File: src/rtl/secuenciador_muestreo_if.sv
// Handshake and status bundle between the sample scheduler and its controller.
interface secuenciador_muestreo_if;
  logic        run;
  logic        clr_flags;
  logic [1:0]  filtro_req;
  logic        adc_done;
  logic        dac_done;
  logic        adc_start;
  logic        sample_load;
  logic        filt_enable;
  logic        dac_start;
  logic [1:0]  filtro_sel;
  logic        busy;
  logic        overrun;
  logic        timeout;
  logic [15:0] sample_count;

  modport master (
    output run, clr_flags, filtro_req, adc_done, dac_done,
    input  adc_start, sample_load, filt_enable, dac_start, filtro_sel,
           busy, overrun, timeout, sample_count
  );

  modport slave (
    input  run, clr_flags, filtro_req, adc_done, dac_done,
    output adc_start, sample_load, filt_enable, dac_start, filtro_sel,
           busy, overrun, timeout, sample_count
  );
endinterface

File: src/rtl/secuenciador_muestreo.sv
// Per-sample scheduler: sample tick, ADC start, sample load, filter window, DAC start.
// Optional wait-state timeout enabled by defining SEQ_TIMEOUT_EN.
module secuenciador_muestreo #(
  parameter int unsigned CLK_DIV     = 2268,
  parameter int unsigned FILT_CYCLES = 4,
  parameter int unsigned TIMEOUT     = 64
) (
  input  logic                   clock_In,
  input  logic                   Reset,
  secuenciador_muestreo_if.slave bus
);

  localparam int unsigned CNT_W = $clog2(CLK_DIV);
  localparam int unsigned FLT_W = $clog2(FILT_CYCLES + 1);

  if (CLK_DIV < 8 || FILT_CYCLES < 1 || TIMEOUT < 1) begin : g_bad_params
    $error("secuenciador_muestreo: illegal parameter values");
  end

  typedef enum logic [2:0] {
    IDLE     = 3'd0,
    ADC_WAIT = 3'd1,
    LOAD     = 3'd2,
    FILTER   = 3'd3,
    DAC_WAIT = 3'd4
  } state_e;

  state_e            state_q, state_d;
  logic [CNT_W-1:0]  cnt_q, cnt_d;
  logic [FLT_W-1:0]  filt_cnt_q, filt_cnt_d;
  logic              adc_prev_q, dac_prev_q;
  logic              adc_start_q, adc_start_d;
  logic              sample_load_q, sample_load_d;
  logic              filt_enable_q, filt_enable_d;
  logic              dac_start_q, dac_start_d;
  logic [1:0]        filtro_sel_q, filtro_sel_d;
  logic              busy_q, busy_d;
  logic              overrun_q, overrun_d;
  logic [15:0]       sample_count_q, sample_count_d;
  logic              tick_c, adc_edge_c, dac_edge_c, wait_expired_c;

  // Sample-rate counter; held at zero while sampling is disabled
  always_comb begin
    tick_c = bus.run && (cnt_q == CNT_W'(CLK_DIV - 1));
    cnt_d  = '0;
    if (bus.run && !tick_c) cnt_d = cnt_q + CNT_W'(1);
    adc_edge_c = bus.adc_done && !adc_prev_q;
    dac_edge_c = bus.dac_done && !dac_prev_q;
  end

  // Sequencer next state; outputs are decoded from the next state so they register in step with it
  always_comb begin
    state_d        = state_q;
    filt_cnt_d     = filt_cnt_q;
    filtro_sel_d   = filtro_sel_q;
    sample_count_d = sample_count_q;
    case (state_q)
      IDLE:     if (tick_c) state_d = ADC_WAIT;
      ADC_WAIT: begin
        if (adc_edge_c) begin
          state_d      = LOAD;
          filtro_sel_d = bus.filtro_req;
        end else if (wait_expired_c) begin
          state_d = IDLE;
        end
      end
      LOAD: begin
        state_d    = FILTER;
        filt_cnt_d = '0;
      end
      FILTER: begin
        if (filt_cnt_q == FLT_W'(FILT_CYCLES - 1)) state_d = DAC_WAIT;
        else                                       filt_cnt_d = filt_cnt_q + FLT_W'(1);
      end
      DAC_WAIT: begin
        if (dac_edge_c) begin
          state_d        = IDLE;
          sample_count_d = sample_count_q + 16'd1;
        end else if (wait_expired_c) begin
          state_d = IDLE;
        end
      end
      default:  state_d = IDLE;
    endcase

    adc_start_d   = (state_q == IDLE) && (state_d == ADC_WAIT);
    sample_load_d = (state_d == LOAD);
    filt_enable_d = (state_d == FILTER);
    dac_start_d   = (state_q == FILTER) && (state_d == DAC_WAIT);
    busy_d        = (state_d != IDLE);
    // A set event beats a simultaneous clear
    overrun_d     = (tick_c && state_q != IDLE) ? 1'b1 : (bus.clr_flags ? 1'b0 : overrun_q);
  end

`ifdef SEQ_TIMEOUT_EN
  localparam int unsigned TMO_W = $clog2(TIMEOUT + 1);

  logic [TMO_W-1:0] wait_cnt_q, wait_cnt_d;
  logic             timeout_q, timeout_d;
  logic             in_wait_c, leave_c;

  // Wait-state watchdog; a done edge in the last allowed cycle still wins
  always_comb begin
    in_wait_c      = (state_q == ADC_WAIT) || (state_q == DAC_WAIT);
    wait_expired_c = in_wait_c && (wait_cnt_q == TMO_W'(TIMEOUT - 1));
    leave_c        = wait_expired_c || (state_q == ADC_WAIT && adc_edge_c)
                                    || (state_q == DAC_WAIT && dac_edge_c);
    wait_cnt_d     = (in_wait_c && !leave_c) ? wait_cnt_q + TMO_W'(1) : '0;
    timeout_d      = (wait_expired_c && !((state_q == ADC_WAIT && adc_edge_c) ||
                                          (state_q == DAC_WAIT && dac_edge_c)))
                     ? 1'b1 : (bus.clr_flags ? 1'b0 : timeout_q);
  end

  assign bus.timeout = timeout_q;
`else
  assign wait_expired_c = 1'b0;
  assign bus.timeout    = 1'b0;
`endif

  always_ff @(posedge clock_In or posedge Reset) begin
    if (Reset) begin
      state_q        <= IDLE;
      cnt_q          <= '0;
      filt_cnt_q     <= '0;
      adc_prev_q     <= 1'b0;
      dac_prev_q     <= 1'b0;
      adc_start_q    <= 1'b0;
      sample_load_q  <= 1'b0;
      filt_enable_q  <= 1'b0;
      dac_start_q    <= 1'b0;
      filtro_sel_q   <= 2'b00;
      busy_q         <= 1'b0;
      overrun_q      <= 1'b0;
      sample_count_q <= 16'd0;
`ifdef SEQ_TIMEOUT_EN
      wait_cnt_q     <= '0;
      timeout_q      <= 1'b0;
`endif
    end else begin
      state_q        <= state_d;
      cnt_q          <= cnt_d;
      filt_cnt_q     <= filt_cnt_d;
      adc_prev_q     <= bus.adc_done;
      dac_prev_q     <= bus.dac_done;
      adc_start_q    <= adc_start_d;
      sample_load_q  <= sample_load_d;
      filt_enable_q  <= filt_enable_d;
      dac_start_q    <= dac_start_d;
      filtro_sel_q   <= filtro_sel_d;
      busy_q         <= busy_d;
      overrun_q      <= overrun_d;
      sample_count_q <= sample_count_d;
`ifdef SEQ_TIMEOUT_EN
      wait_cnt_q     <= wait_cnt_d;
      timeout_q      <= timeout_d;
`endif
    end
  end

  assign bus.adc_start    = adc_start_q;
  assign bus.sample_load  = sample_load_q;
  assign bus.filt_enable  = filt_enable_q;
  assign bus.dac_start    = dac_start_q;
  assign bus.filtro_sel   = filtro_sel_q;
  assign bus.busy         = busy_q;
  assign bus.overrun      = overrun_q;
  assign bus.sample_count = sample_count_q;

endmodule
File: src/flat_wrapper.sv
// flat-port wrapper written by rule: the top's interface ports become plain ports
module secuenciador_muestreo_flat 
#(
  parameter int unsigned CLK_DIV     = 2268,
  parameter int unsigned FILT_CYCLES = 4,
  parameter int unsigned TIMEOUT     = 64
)
  (clock_In, Reset, bus_run, bus_clr_flags, bus_filtro_req, bus_adc_done, bus_dac_done, bus_adc_start, bus_sample_load, bus_filt_enable, bus_dac_start, bus_filtro_sel, bus_busy, bus_overrun, bus_timeout, bus_sample_count);
  secuenciador_muestreo_if bus_i ();
  input  logic clock_In;
  input  logic Reset;
  input wire logic [$bits(bus_i.run)-1:0] bus_run;
  input wire logic [$bits(bus_i.clr_flags)-1:0] bus_clr_flags;
  input wire logic [$bits(bus_i.filtro_req)-1:0] bus_filtro_req;
  input wire logic [$bits(bus_i.adc_done)-1:0] bus_adc_done;
  input wire logic [$bits(bus_i.dac_done)-1:0] bus_dac_done;
  output wire logic [$bits(bus_i.adc_start)-1:0] bus_adc_start;
  output wire logic [$bits(bus_i.sample_load)-1:0] bus_sample_load;
  output wire logic [$bits(bus_i.filt_enable)-1:0] bus_filt_enable;
  output wire logic [$bits(bus_i.dac_start)-1:0] bus_dac_start;
  output wire logic [$bits(bus_i.filtro_sel)-1:0] bus_filtro_sel;
  output wire logic [$bits(bus_i.busy)-1:0] bus_busy;
  output wire logic [$bits(bus_i.overrun)-1:0] bus_overrun;
  output wire logic [$bits(bus_i.timeout)-1:0] bus_timeout;
  output wire logic [$bits(bus_i.sample_count)-1:0] bus_sample_count;
  assign bus_i.run = bus_run;
  assign bus_i.clr_flags = bus_clr_flags;
  assign bus_i.filtro_req = bus_filtro_req;
  assign bus_i.adc_done = bus_adc_done;
  assign bus_i.dac_done = bus_dac_done;
  assign bus_adc_start = bus_i.adc_start;
  assign bus_sample_load = bus_i.sample_load;
  assign bus_filt_enable = bus_i.filt_enable;
  assign bus_dac_start = bus_i.dac_start;
  assign bus_filtro_sel = bus_i.filtro_sel;
  assign bus_busy = bus_i.busy;
  assign bus_overrun = bus_i.overrun;
  assign bus_timeout = bus_i.timeout;
  assign bus_sample_count = bus_i.sample_count;
  secuenciador_muestreo #(.CLK_DIV(CLK_DIV), .FILT_CYCLES(FILT_CYCLES), .TIMEOUT(TIMEOUT)) u_core (.clock_In(clock_In), .Reset(Reset), .bus(bus_i));
endmodule
File: config.mk
export PLATFORM = sky130hd
export DESIGN_NAME = secuenciador_muestreo_flat
export DESIGN_NICKNAME = d
export VERILOG_FILES = /design/src/rtl/secuenciador_muestreo_if.sv /design/src/rtl/secuenciador_muestreo.sv /design/src/flat_wrapper.sv
export SDC_FILE = /design/constraint.sdc
export NUM_CORES = 1
export LEC_CHECK = 0
export BUFFER_PORTS_ARGS = -buffer_cell sky130_fd_sc_hd__buf_2
export CAP_MARGIN = 20
export CELL_PAD_IN_SITES_DETAIL_PLACEMENT = 0
export CELL_PAD_IN_SITES_GLOBAL_PLACEMENT = 1
export CORE_MARGIN = 2
export CORE_UTILIZATION = 43
export DETAILED_ROUTE_END_ITERATION = 8
export PLACE_DENSITY = 0.75
export SYNTH_ARGS = -nofsm -noshare
export SYNTH_HDL_FRONTEND = slang
export SYNTH_SLANG_ARGS = --single-unit
File: constraint.sdc
create_clock -name clock_In -period 1.8 [get_ports clock_In]
set_input_delay 0.09 -clock clock_In [delete_from_list [all_inputs] [get_ports clock_In]]
set_output_delay 0.09 -clock clock_In [all_outputs]
set_load 0.05 [all_outputs]
==> summary.txt, run 1 <==
Global route
  • First-pass GRT wire length: 6265 µm
  • Grt ovf: 0
  • Global-route usage over all layers: 0.1552
  • Antenna violations before repair: 0
  • Vias in the first global route: between 1000 and 1500
  • Largest net degree at the start of global routing: 19

Critical path
  • Crit path buffers/inverters: 1
  • Crit path launch: u_core.filt_cnt_q[0]$_DFFE_PP0P_
  • Crit path max-delay cell type: dfrtp_1
  • Startpoint types: register
  • CP Class: register to register
  • Delay-heaviest family, CP: simple AND/OR/NAND/NOR gates
  • Crit path capture type: register
  • Req. time, crit path: roughly 2 ns
  • Max stage delay on crit path: 0.37 ns
  • Crit path DAT: between 1.5 and 2 ns
  • Critical R2R Launch: u_core.filt_cnt_q[0]$_DFFE_PP0P_
  • Crit-path cells: ha_1 > ha_1 > nand2_2 > nand2_2 > inv_1 > or2_2 > or3_1
  • Largest fanout on the critical path: 4

Routing
  • DR pass1 iterations: 4
  • Routed length per instance: between 10 and 15 µm
  • Antenna-violating nets left: 0
  • Total Wirelength: between 3000 and 4000 µm
  • Vias per inst: about 5.1
  • Vias: approximately 1400
  • Initial DRC count: between 60 and 70
  • DRC viols: 0

Placement
  • Post-DP HPWL: 2663 µm
  • IO buf count: 31
  • DP Worst Slack: roughly 0.057 ns
  • GPL Wtd Cong: roughly 0.76

Logic synthesis
  • Post-Syn Nets: between 150 and 200
  • Ys flop type: dfrtp_1
  • Netlist Area Pre-Place: 1958 µm²
  • Number of distinct library cells after synthesis: 38
  • Ys Warns: 0
  • Syn avg cell area: approximately 11 µm²
  • Synth Register Bits: 44
  • FFs w/ async S/R, synth: 1.000
  • Seq/Total Area, Yosys: 0.5623
  • Mapped Cells: approximately 180
  • Post-synth EDFFs: 0

Floorplanning
  • Die area: 5109 µm²
  • Starting Density: 0.4466
  • # rows: 24
  • Core Area: ~4400 µm²
  • Die H: slightly above 70 µm
  • Chip Width: around 70 µm
  • Ports: 33

Clocking
  • Sink Count: 44
  • Clock transition at path regs: roughly 0.080 ns
  • Clk root buf: clkbuf_8
  • CTS tree: done
  • Clk buf depth: 2
  • Post-CTS setup buffer count: 0
  • Clk_lat worst skew: around 0.29 ns
  • CTS Buf Count: 5
  • Max H-tree Level: 2

STA
  • Min Tclk post-route: between 1.5 and 2 ns
  • Fin crit share: 0.9409
  • RSZ-0062 raised after global routing: false
  • F_max: just under 600 MHz
  • Total negative slack: 0 ns
  • Worst slew pin tran: 0.6991 ns
  • Clock Skew: slightly below 0.01 ns
  • Final Hold Fails: 0
  • Setup violations, final: 0
  • Final max-slew violation count: 0
  • Final worst slack: approximately 0.11 ns
  • Relative slew slack: 0.5335
  • Hold Worst Slack: roughly 0.035 ns

Finish
  • Most frequent cells in the layout: 41 x dfrtp_1, 31 x buf_2, 17 x nor2_1, 13 x xnor2_1
  • Area Growth Syn to Fin: 19.87%
  • Leading cell type in the layout, fill and taps excluded: dfrtp_1
  • Fin util: 0.5354
  • # diodes: 0
  • Share of cells above drive strength 1: 0.2579
  • Fin nets: roughly 230

Min path
  • HP Class: primary input to register
  • Hold Startpoint: bus_filtro_req[1]

Pwr
  • P_leak: around 1.2 nW
  • Pwr Density: approximately 760 nW/µm²
  • Worst vdd ir: about 0.46 mV
  • Tot Pwr: approximately 1.8 mW

Run
  • Max_cap viols: 0

Outcome
  • Status: complete, no violations
-- state kept, by name (all words and copies together) (netlist names) --
register / flops
u_core.adc_prev_q: 1
u_core.bus.adc_start: 1
u_core.bus.busy: 1
u_core.bus.dac_start: 1
u_core.bus.filt_enable: 1
u_core.bus.filtro_sel: 2
u_core.bus.overrun: 1
u_core.bus.sample_count: 16
u_core.bus.sample_load: 1
u_core.cnt_q: 12
u_core.dac_prev_q: 1
u_core.filt_cnt_q: 3
u_core.state_q: 3
-- where the power goes --
part / internal [mW] / switching, mW / total [mW]
registers: 1.01 / 0.0265 / 1.04
logic: 0.0534 / 0.113 / 0.166
clock network: 0.273 / 0.317 / 0.590
total: 1.34 / 0.457 / 1.79
-- worst paths after layout --
path / end / slack, ns / cells after the start
min: u_core.bus.filtro_sel[1]$_DFFE_PP0P_ / 0.03 / 2
max in group asynchronous: u_core.bus.filt_enable$_DFF_PP0_ / 0.76 / 4
max reg2reg: u_core.bus.busy$_DFF_PP0_ / 0.11 / 7
min reg2reg: u_core.bus.sample_count[15]$_DFFE_PP0P_ / 0.47 / 1
max: u_core.bus.busy$_DFF_PP0_ / 0.11 / 7
min in group asynchronous: u_core.bus.sample_count[5]$_DFFE_PP0P_ / 0.44 / 3
-- stage by stage --
step	std cells	instance area [µm²]
floorplan	176	1962
global placement	261	2216
detailed placement	261	2216
CTS	273	2337
global route	273	2347
finish	273	2347
-- metal layers --
metal	share of wire	vias to the layer above	track usage
met5	0	-	0
met4	0.012	0	0.04403
met3	0.050	7	0.04360
met2	0.47	34	0.2407
met1	0.47	667	0.2147
li1	-	678	-
-- Yosys cell counts, types with 2 or more instances --
master | count | area (µm²)
and3_1 | 5 | 31.28
and4_1 | 2 | 17.52
dfrtp_1 | 44 | 1101
ha_1 | 4 | 50.05
inv_1 | 12 | 45.04
mux2_2 | 3 | 33.78
nand2_1 | 11 | 41.29
nand2b_1 | 2 | 12.51
nand3_1 | 10 | 50.05
nand4_1 | 2 | 12.51
nor2_1 | 17 | 63.81
nor2b_1 | 3 | 18.77
nor3_1 | 7 | 35.03
nor3b_1 | 2 | 15.01
nor4b_1 | 2 | 17.52
o21ai_0 | 2 | 10.01
o22ai_1 | 3 | 18.77
or3_1 | 2 | 12.51
xnor2_1 | 13 | 113.9
xor2_1 | 12 | 105.1
-- worst register-to-register path: cells and delay by family, from the launching register on --
family	cells	cell delay, ns
buffers and inverters	1	0.07
adders and majority gates	2	0.32
DFF	1	0.37
and+or+nand+nor	4	0.82
-- area by class of cell --
cell class	count	area, µm²
fill	394	2037
timing repair buffer	40	245.2
multi-input combinational	117	805.8
inverter	12	45.04
sequential	44	1105
clock inverter	1	5.005
clock buffer	7	76.32
tap	52	65.06
-- repair_timing --
action / in CTS / in global routing
gates resized for setup: 0 / 3
hold buffers: 4 / 0
endpoints found under the hold margin: 18 / 0
endpoints found under the setup margin: 0 / 2
-- cell families (layout without fill, tap and decap cells) --
kind of cell / after synthesis / in the layout / share of synthesized area
compound gates: 8 / 8 / 0.02620
xor+xnor: 25 / 25 / 0.1118
fa+ha+maj: 4 / 4 / 0.02556
buf+inv: 15 / 60 / 0.03131
flops: 44 / 44 / 0.5623
mux: 3 / 3 / 0.01725
other cells: 1 / 1 / 0.001915
simple gates: 76 / 76 / 0.2236
Power figures use the tool's default switching activity.
==> run 2: changes to the inputs <==
--- a/config.mk
+++ b/config.mk
@@ -13,6 +13,7 @@
 export CORE_UTILIZATION = 43
 export DETAILED_ROUTE_END_ITERATION = 8
 export PLACE_DENSITY = 0.75
+export RECOVER_POWER = 100
 export SYNTH_ARGS = -nofsm -noshare
 export SYNTH_HDL_FRONTEND = slang
 export SYNTH_SLANG_ARGS = --single-unit
==> summary.txt, run 2 (synthesis results as in run 1) <==
Outcome
  • Status: complete, no violations (unchanged)

Critical path
  • FF-to-FF setup slack: 0.11 ns (about the same)
  • Max stage delay on crit path: 0.37 ns (about the same)
  • CP Class: register to register (unchanged)
  • Largest fanout on the critical path: 4 (unchanged)
  • Crit path capture type: register (unchanged)
  • Crit path DAT: 1.87 ns (about the same)
  • Crit-path cells: ha_1 > ha_1 > nand2_2 > nand2_2 > inv_1 > or2_2 > or3_1 (unchanged)
  • Crit path max-delay cell type: dfrtp_1 (unchanged)
  • Req. time, crit path: 1.97 ns (was 1.98 ns)
  • R2r endpoint: u_core.bus.busy$_DFF_PP0_ (unchanged)
  • Startpoint types: register (unchanged)
  • Critical R2R Launch: u_core.filt_cnt_q[0]$_DFFE_PP0P_ (unchanged)
  • Reg2Reg Depth: 7 (unchanged)

Clocking
  • CTS tree: done (unchanged)
  • Max H-tree Level: 2 (unchanged)
  • Sink Count: 44 (unchanged)
  • CTS Buf Count: 5 (unchanged)
  • Clock transition at path regs: 0.08 ns (about the same)
  • Clk buf depth: 2 (unchanged)
  • Clk root buf: clkbuf_8 (unchanged)
  • Post-CTS setup buffer count: 0 (unchanged)
  • Clk_lat worst skew: 0.29 ns (about the same)

Global route
  • Vias in the first global route: 1324 (unchanged)
  • Largest net degree at the start of global routing: 19 (unchanged)
  • First-pass GRT wire length: 6265 µm (unchanged)
  • Antenna violations before repair: 0 (unchanged)
  • Global-route usage over all layers: 0.1552 (unchanged)
  • Grt ovf: 0 (unchanged)

STA
  • Total negative slack: 0 ns (unchanged)
  • Worst slew pin tran: 0.7289 ns (was 0.6991 ns)
  • Relative slew slack: 0.5140 (was 0.5335)
  • Fin crit share: 0.9411 (was 0.9409)
  • F_max: 590.3 MHz (was 590.5 MHz)
  • RSZ-0062 raised after global routing: false (unchanged)
  • Min Tclk post-route: 1.694 ns (about the same)
  • Setup violations, final: 0 (unchanged)
  • Hold Worst Slack: 0.03518 ns (was 0.03470 ns)
  • Clock Skew: 0.009029 ns (was 0.009656 ns)
  • Final Hold Fails: 0 (unchanged)
  • Final max-slew violation count: 0 (unchanged)

Finish
  • Most frequent cells in the layout: 41 x dfrtp_1, 31 x clkbuf_1, 17 x nor2_1, 13 x xnor2_1 (was 41 x dfrtp_1, 31 x buf_2, 17 x nor2_1, 13 x xnor2_1)
  • Post-route insts no fill: 273 (unchanged)
  • Max reg flops: 16 (unchanged)
  • # diodes: 0 (unchanged)
  • Share of cells above drive strength 1: 0.1267 (was 0.2579)
  • Fin nets: 232 (unchanged)
  • Area Growth Syn to Fin: 17.00% (was 19.87%)
  • Leading cell type in the layout, fill and taps excluded: dfrtp_1 (unchanged)
  • Fin util: 0.5225 (was 0.5354)

Routing
  • Initial DRC count: 60 (was 67)
  • DRC viols: 0 (unchanged)
  • Routed length per instance: 13.18 µm (was 13.08 µm)
  • DR pass1 iterations: 4 (unchanged)
  • Vias per inst: 5.044 (was 5.077)
  • Total Wirelength: 3597 µm (was 3571 µm)
  • Antenna-violating nets left: 0 (unchanged)
  • Vias: 1377 (was 1386)

Placement
  • IO buf count: 31 (unchanged)
  • Placed insts: 261 (unchanged)
  • Post-DP HPWL: 2663 µm (unchanged)
  • GPL Wtd Cong: 0.7579 (unchanged)

Floorplanning
  • Starting Density: 0.4466 (unchanged)
  • Die H: 71.48 µm (unchanged)
  • Ports: 33 (unchanged)
  • Chip Width: 71.48 µm (unchanged)
  • Core Area: 4384 µm² (unchanged)
  • # rows: 24 (unchanged)
  • Die area: 5109 µm² (unchanged)

Pwr
  • Clk pwr share: 0.329 (about the same)
  • P_leak: 1.070 nW (was 1.178 nW)
  • Switch share: 0.2533 (was 0.2545)
  • Tot Pwr: 1.776 mW (was 1.794 mW)
  • Sequential share of power: 0.584 (was 0.579)
  • Worst vdd ir: 0.4525 mV (was 0.4565 mV)
  • Comb power frac: 0.087 (was 0.093)
  • Switch Pwr: 0.4500 mW (was 0.4566 mW)
  • Pwr Density: 775.3 nW/µm² (was 764.3 nW/µm²)
  • Int Pwr: 1.326 mW (was 1.337 mW)

Min path
  • Hold Startpoint: bus_filtro_req[1] (unchanged)
  • Worst hold path depth: 2 (unchanged)
  • Hold EP: u_core.bus.filtro_sel[1]$_DFFE_PP0P_ (unchanged)
  • HP Class: primary input to register (unchanged)

Run
  • Max_cap viols: 0 (unchanged)
-- run 2: layout make-up --
cell class | count | area, µm²
Inverter | 12 | 45.04
Fill cell | 405 | 2093
Timing Repair Buffer | 40 | 188.9
Clock buffer | 7 | 76.32
Sequential cell | 44 | 1105
Multi-Input combinational cell | 117 | 805.8
Tap cell | 52 | 65.06
Clock inverter | 1 | 5.005
-- run 2: metrics by stage --
step | worst slack, ns | instance area [µm²]
finish | 0.1060 | 2291
global route | 0.003149 | 2291
CTS | 0.04495 | 2337
detailed placement | 0.05740 | 2216
global placement | 0.1348 | 2216
floorplan | 0.01958 | 1962
-- run 2: worst max-delay path by stage --
stage          slack (ns)                                      end  depth (start not counted)                                   start
2_1_floorplan        0.02  u_core.bus.sample_count[14]$_DFFE_PP0P_                          5  u_core.bus.sample_count[9]$_DFFE_PP0P_
3_3_place_gp         0.13                u_core.bus.busy$_DFF_PP0_                          7        u_core.filt_cnt_q[0]$_DFFE_PP0P_
3_5_place_dp         0.06                u_core.bus.busy$_DFF_PP0_                          7        u_core.filt_cnt_q[0]$_DFFE_PP0P_
4_1_cts              0.04                u_core.bus.busy$_DFF_PP0_                          7        u_core.filt_cnt_q[0]$_DFFE_PP0P_
5_1_grt             0.003                u_core.bus.busy$_DFF_PP0_                          7        u_core.filt_cnt_q[0]$_DFFE_PP0P_
6_report             0.11                u_core.bus.busy$_DFF_PP0_                          7        u_core.filt_cnt_q[0]$_DFFE_PP0P_
-- run 2: layer usage --
metal | vias up | track usage | routed length [µm]
met5 | - | 0 | 0
met4 | 0 | 0.04403 | 42
met3 | 7 | 0.04360 | 172
met2 | 30 | 0.2407 | 1683
met1 | 664 | 0.2147 | 1699
li1 | 676 | - | -
-- run 2: what timing repair did --
| action | CTS | global route |
|---|---|---|
| hold buffers | 4 | 0 |
| gates resized for setup | 0 | 3 |
| endpoints found under the hold margin | 18 | 0 |
| endpoints found under the setup margin | 0 | 2 |
-- run 2: worst max-delay path: cells and delay by family (launching register included) --
kind                     cells  cell delay [ns]
adder cells (fa/ha/maj)      2             0.32
buffers and inverters        1             0.06
flip-flops                   1             0.37
AND/OR/NAND/NOR              4             0.82
-- run 2: power groups by stage --
stage / Combinational (mW) / Sequential [mW] / Clock, mW
6_report: 0.154 / 1.04 / 0.584
5_1_grt: 0.171 / 1.04 / 0.653
4_1_cts: 0.170 / 1.04 / 0.608
3_5_place_dp: 0.163 / 1.06 / 0
3_3_place_gp: 0.161 / 1.06 / 0
2_1_floorplan: 0.0592 / 1.11 / 0
